**src/rtl/oam_dma_arbiter.sv**
```systemverilog
// OAM DMA engine and shared-memory-port arbiter: copies OAM_LEN bytes into OAM
// while arbitrating one memory port between the DMA, the PPU and the CPU.
module oam_dma_arbiter #(
  parameter int          OAM_LEN  = 160,
  parameter logic [15:0] OAM_BASE = 16'hFE00
) (
  input  logic        clk,
  input  logic        rst,
  input  logic [15:0] cpu_addr,
  input  logic        cpu_rd,
  input  logic        cpu_wr,
  input  logic [7:0]  cpu_wdata,
  output logic [7:0]  cpu_rdata,
  output logic        cpu_stall,
  input  logic [1:0]  ppu_mode,
  input  logic        ppu_rd,
  input  logic [15:0] ppu_addr,
  output logic [7:0]  ppu_rdata,
  output logic [15:0] mem_addr,
  output logic        mem_rd,
  output logic        mem_wr,
  output logic [7:0]  mem_wdata,
  input  logic [7:0]  mem_rdata,
  output logic        dma_active,
  output logic [1:0]  dbg_state
);

  localparam int IDX_W = (OAM_LEN > 1) ? $clog2(OAM_LEN) : 1;
  localparam logic [IDX_W-1:0] LAST_IDX = IDX_W'(OAM_LEN - 1);

  typedef enum logic [1:0] {
    IDLE  = 2'd0,
    START = 2'd1,
    READ  = 2'd2,
    WRITE = 2'd3
  } state_e;

  state_e           state_q, state_d;
  logic [IDX_W-1:0] dma_idx_q, dma_idx_d;
  logic [7:0]       dma_byte_q, dma_byte_d;
  logic [7:0]       dma_src_q, dma_src_d;

  logic        cpu_req;
  logic        hit_reg;
  logic        hit_hram;
  logic        hit_oam;
  logic        hit_vram;
  logic        mode_block;
  logic        cpu_blocked;
  logic        cpu_port_req;
  logic        dma_owns;
  logic        ppu_grant;
  logic        cpu_grant;
  logic [7:0]  src_hi;
  logic [15:0] src_base;

  assign cpu_req  = cpu_rd | cpu_wr;
  assign hit_reg  = (cpu_addr == 16'hFF46);
  assign hit_hram = (cpu_addr >= 16'hFF80) && (cpu_addr <= 16'hFFFE);
  assign hit_oam  = (cpu_addr >= 16'hFE00) && (cpu_addr <= 16'hFE9F);
  assign hit_vram = (cpu_addr >= 16'h8000) && (cpu_addr <= 16'h9FFF);

  assign dma_active = (state_q != IDLE);
  assign dma_owns   = (state_q == READ) || (state_q == WRITE);
  assign dbg_state  = state_q;

  // Blocked accesses are answered with FF and dropped without stalling.
  assign mode_block   = ((ppu_mode == 2'd2) && hit_oam) ||
                        ((ppu_mode == 2'd3) && (hit_oam || hit_vram));
  assign cpu_blocked  = mode_block || (dma_active && !hit_hram && !hit_reg);
  assign cpu_port_req = cpu_req && !hit_reg && !cpu_blocked;

  assign ppu_grant = ppu_rd && !dma_active;
  assign cpu_grant = cpu_port_req && !dma_owns && !ppu_grant;
  assign cpu_stall = cpu_port_req && !cpu_grant;

  // Sources above DF00 alias down into work RAM (echo region).
  assign src_hi   = (dma_src_q > 8'hDF) ? (dma_src_q - 8'h20) : dma_src_q;
  assign src_base = {src_hi, 8'h00};

  always_comb begin
    mem_addr  = 16'h0000;
    mem_rd    = 1'b0;
    mem_wr    = 1'b0;
    mem_wdata = 8'h00;
    cpu_rdata = 8'hFF;
    ppu_rdata = 8'hFF;
    if (state_q == READ) begin
      mem_addr = src_base + 16'(dma_idx_q);
      mem_rd   = 1'b1;
    end else if (state_q == WRITE) begin
      mem_addr  = OAM_BASE + 16'(dma_idx_q);
      mem_wr    = 1'b1;
      mem_wdata = dma_byte_q;
    end else if (ppu_grant) begin
      mem_addr  = ppu_addr;
      mem_rd    = 1'b1;
      ppu_rdata = mem_rdata;
    end else if (cpu_grant) begin
      mem_addr  = cpu_addr;
      mem_rd    = cpu_rd;
      mem_wr    = cpu_wr;
      mem_wdata = cpu_wdata;
      if (cpu_rd) begin
        cpu_rdata = mem_rdata;
      end
    end
    if (cpu_rd && hit_reg) begin
      cpu_rdata = dma_src_q;
    end
  end

  always_comb begin
    state_d    = state_q;
    dma_idx_d  = dma_idx_q;
    dma_byte_d = dma_byte_q;
    dma_src_d  = dma_src_q;
    case (state_q)
      IDLE:  state_d = IDLE;
      START: state_d = READ;
      READ: begin
        dma_byte_d = mem_rdata;
        state_d    = WRITE;
      end
      WRITE: begin
        if (dma_idx_q == LAST_IDX) begin
          state_d   = IDLE;
          dma_idx_d = '0;
        end else begin
          state_d   = READ;
          dma_idx_d = dma_idx_q + 1'b1;
        end
      end
      default: state_d = IDLE;
    endcase
    // A DMA_SRC write restarts from any state and overrides the step above.
    if (cpu_wr && hit_reg) begin
      state_d   = START;
      dma_idx_d = '0;
      dma_src_d = cpu_wdata;
    end
  end

  always_ff @(posedge clk) begin
    if (rst) begin
      state_q    <= IDLE;
      dma_idx_q  <= '0;
      dma_byte_q <= 8'h00;
      dma_src_q  <= 8'h00;
    end else begin
      state_q    <= state_d;
      dma_idx_q  <= dma_idx_d;
      dma_byte_q <= dma_byte_d;
      dma_src_q  <= dma_src_d;
    end
  end

endmodule

```
**config.mk**
```make
export PLATFORM = sky130hd
export DESIGN_NAME = oam_dma_arbiter
export DESIGN_NICKNAME = d
export VERILOG_FILES = /design/src/rtl/oam_dma_arbiter.sv
export SDC_FILE = /design/constraint.sdc
export NUM_CORES = 1
export LEC_CHECK = 0
export CORE_MARGIN = 2
export CORE_UTILIZATION = 40
export CTS_CLUSTER_DIAMETER = 50
export DETAILED_ROUTE_END_ITERATION = 7
export GPL_ROUTABILITY_DRIVEN = 0
export HOLD_SLACK_MARGIN = 0.08
export PLACE_DENSITY = 0.82
export SLEW_MARGIN = 20
export SYNTH_ARGS = -nofsm -noshare
export SYNTH_HDL_FRONTEND = slang
export SYNTH_SLANG_ARGS = --single-unit
```
**constraint.sdc**
```tcl
create_clock -name clk -period 2.4 [get_ports clk]
set_clock_uncertainty 0.05 [all_clocks]
set_input_delay 0.48 -clock clk [delete_from_list [all_inputs] [get_ports clk]]
set_output_delay 0.48 -clock clk [all_outputs]
set_load 0.02 [all_outputs]
```
==> flow_metrics.env <==
export IMPL_drive_gt1_share_pct=36.97
export IMPL_syn_cell_area_mm2=0.001893
export IMPL_synth_edf_count=0
export IMPL_arrival_ns=2.18
export IMPL_areaGrowthSynthToFinish_pct=91.01
export IMPL_die_width_um=72.80
export IMPL_start_util_pct=40.89
export IMPL_firstDrtPassIters=5
export IMPL_crit_path_max_incr_delay_ns=0.54
export IMPL_row_count=25
export IMPL_grt_max_degree=23
export IMPL_rsz0062_at_grt="true"
export IMPL_htreeDepth=1
export IMPL_cts_tree="done"
export IMPL_yosysUniqueCellTypes=42
export IMPL_cts_made_buffers=3
export IMPL_fin_util_pct=78.11
export IMPL_end_kind="output port"
export IMPL_critPathLaunchType="primary input"
export IMPL_min_period_over_period_pct=113.0
export IMPL_path_clk_slew_ns=0.09
export IMPL_drc=0
export IMPL_max_freq_mhz=368.7
export IMPL_num_antenna_cells=0
export IMPL_p_per_area_mw_per_mm2=355.2
export IMPL_yosysSeqAreaShare_pct=27.50
export IMPL_slew_violations=0
export IMPL_syn_nets=305
export IMPL_hpwl_um=5497
export IMPL_synth_avg_cell_area_um2=7.633
export IMPL_status="complete, but fails checks"
export IMPL_insertion_delay_ns=0.28
export IMPL_drt_iter0_drc=300
export IMPL_wl_um=8841
export IMPL_r2r_cells=7
export IMPL_slew_headroom_pct=74.64
export IMPL_p_leak_nw=1.557
export IMPL_synth_async_sr_flop_share_pct=0
export IMPL_hold_viol_final=0
export IMPL_port_buffers=100
export IMPL_min_period_ns=2.712
export IMPL_root_buffer="clkbuf_8"
export IMPL_grt_total_usage_pct=32.47
export IMPL_power_mw=1.284
export IMPL_routed_via_density=6.048
export IMPL_grt_pass1_vias=2684
export IMPL_hold_buffers=0
export IMPL_setup_viol=35
export IMPL_worstHoldPathCells=2
export IMPL_worst_pin_slew_ns=0.3795
export IMPL_clock_sinks=26
export IMPL_wire_per_inst_um=19.35
export IMPL_die_area_mm2=0.005299
export IMPL_synth_warnings=0
export IMPL_multi_input_area_mm2=0.001353
export IMPL_cts_max_path_buffers=2
export IMPL_grt_pass1_wl_um=13390
export IMPL_grt_overflow=0
export IMPL_critical_path_class="primary input to output port"
export IMPL_crit_chain="buf_6 > or4_4 > nor2_4 > and3_4 > nor3b_4 > buf_6 > buf_6 > a22o_1 > buf_6"
export IMPL_fill_cells=279
export IMPL_core_mm2=0.004629
export IMPL_synth_seq_cells=26
export IMPL_cp_max_fo=6
export IMPL_fin_nets=461
export IMPL_vdd_drop_max_uv=240.5
export IMPL_vias=2764
export IMPL_crit_slowest_cell="or4_4"
export IMPL_die_y_um=72.80
export IMPL_ios=101
export IMPL_placed_cell_area_mm2=0.003278
export IMPL_hp_class="flop to flop"
export IMPL_drtAntennaViolNets=0
export IMPL_critPathMostFrequentCell="buf_6"
export IMPL_stdcell_area_mm2=0.003616
export IMPL_netlist_instances=248
export IMPL_setup_slack_ns=-0.3123
export IMPL_seq_area_um2=520.5
export IMPL_critPathRequiredTime_ns=1.87
export IMPL_violations="setup timing"
export IMPL_antenna_found_initial=0
export IMPL_cap_viol_max_count=0
export IMPL_synth_top_flop_cell="dfxtp_1"
[stage by stage]
step / cells / TNS, ns / hold slack (ns) / worst slack, ns
floorplan: 248 / -0.6844 / 0.3819 / -0.09777
global placement: 436 / -41.56 / 0.3882 / -1.097
detailed placement: 436 / -42.63 / 0.3966 / -1.168
CTS: 455 / -6.686 / 0.4096 / -0.2397
global route: 457 / -8.759 / 0.4249 / -0.3382
finish: 457 / -8.093 / 0.4115 / -0.3123
[critical path: cells and delay by family]
family                 cells  cell delay, ns
AND/OR/NAND/NOR            4            0.97
buffers and inverters      4            0.48
AO/OA/AOI/OAI              1            0.24
[logic make-up after synthesis]
| family | after synthesis | share of synthesized area (%) |
|---|---|---|
| simple gates | 95 | 26.83 |
| fa+ha+maj | 2 | 1.322 |
| xor+xnor | 6 | 2.776 |
| compound gates | 87 | 33.31 |
| flops | 26 | 27.50 |
| mux | 1 | 0.5288 |
| buf+inv | 31 | 7.732 |
[synth_stat cells (2+ instances only)]
cell | n | area [um^2]
o22ai_1 | 5 | 31.28
and4_1 | 2 | 17.52
a21o_1 | 13 | 97.59
and3_1 | 3 | 18.77
nand3_1 | 15 | 75.07
nor2_1 | 14 | 52.55
buf_1 | 2 | 7.510
nand4b_1 | 5 | 43.79
o21ba_2 | 4 | 40.04
nor3b_1 | 9 | 67.56
ha_1 | 2 | 25.02
a32oi_1 | 8 | 70.07
inv_1 | 12 | 45.04
nand2b_1 | 8 | 50.05
buf_4 | 3 | 22.52
a221o_1 | 2 | 20.02
a22o_1 | 15 | 131.4
xor2_1 | 5 | 43.79
nand4_1 | 2 | 12.51
buf_2 | 3 | 15.01
dfxtp_1 | 26 | 520.5
buf_6 | 2 | 22.52
and2_1 | 3 | 18.77
a211oi_1 | 5 | 37.54
a31oi_1 | 2 | 12.51
a21oi_1 | 25 | 125.1
clkbuf_1 | 9 | 33.78
nand2_1 | 30 | 112.6
[layer usage]
layer / global-route usage, % / up-vias / share of wire, %
li1: - / 1225 / -
met3: 3.177 / 25 / 8.4
met4: 11.93 / 0 / 2.6
met2: 55.56 / 191 / 49
met1: 42.28 / 1323 / 40
met5: 0 / - / 0
[final timing paths]
path / startpoint / end / slack (ns)
min: dma_byte_q[6] / dma_byte_q[6] / 0.41
max reg2reg: dbg_state[1] / dma_idx_q[7] / 0.47
min reg2reg: dma_byte_q[6] / dma_byte_q[6] / 0.41
max: cpu_addr[7] / mem_wdata[0] / -0.31
[area by class of cell]
type	count	area share, %
multi-input cells	191	37.40
clock buffers	3	1.142
well taps	54	1.869
clock inverters	1	0.8304
inverters	12	1.246
flip-flops and latches	26	14.39
repair buffers	170	43.11
[timing repair]
item,4_1_cts,5_1_grt
cloned,1,0
resized for setup,314,14
setup buffers,15,5
setup endpoints to repair,47,35
pin swaps,45,14
[power by group]
group          total (mW)  switching (mW)  internal, mW  leakage [nW]
combinational       0.482           0.214         0.268          1.31
clock               0.371           0.147         0.224        0.0357
sequential          0.431      0.00000507         0.431         0.209
total                1.28           0.362         0.922          1.56
[state kept, by name (all words and copies together), names as in the netlist]
register / count
dma_src_q: 8
dma_idx_q: 8
dma_byte_q: 8
dbg_state: 2
[cells in the final DEF (no fill, tap or decap), types with 2 or more instances in the layout]
cell type	Yosys	final
a31oi_1	2	2
buf_4	3	64
a22o_1	15	15
dfxtp_1	26	26
nand2_1	30	30
inv_1	12	12
dlygate4sd2_1	0	13
clkdlybuf4s50_1	0	36
nand2b_1	8	8
buf_12	0	2
nor3b_2	0	6
clkdlybuf4s15_1	0	2
o21ba_4	0	4
a21oi_2	0	2
and3_1	3	2
nand4b_1	5	5
nor3b_1	9	3
clkbuf_8	0	3
a21oi_1	25	23
nor2_1	14	13
a32oi_1	8	7
a21o_1	13	13
buf_2	3	9
ha_1	2	2
o22ai_1	5	4
buf_6	2	42
nand4_1	2	2
a221o_1	2	2
xor2_1	5	5
a211oi_1	5	5
nand3_1	15	14
(Power assumes the default switching activity.)
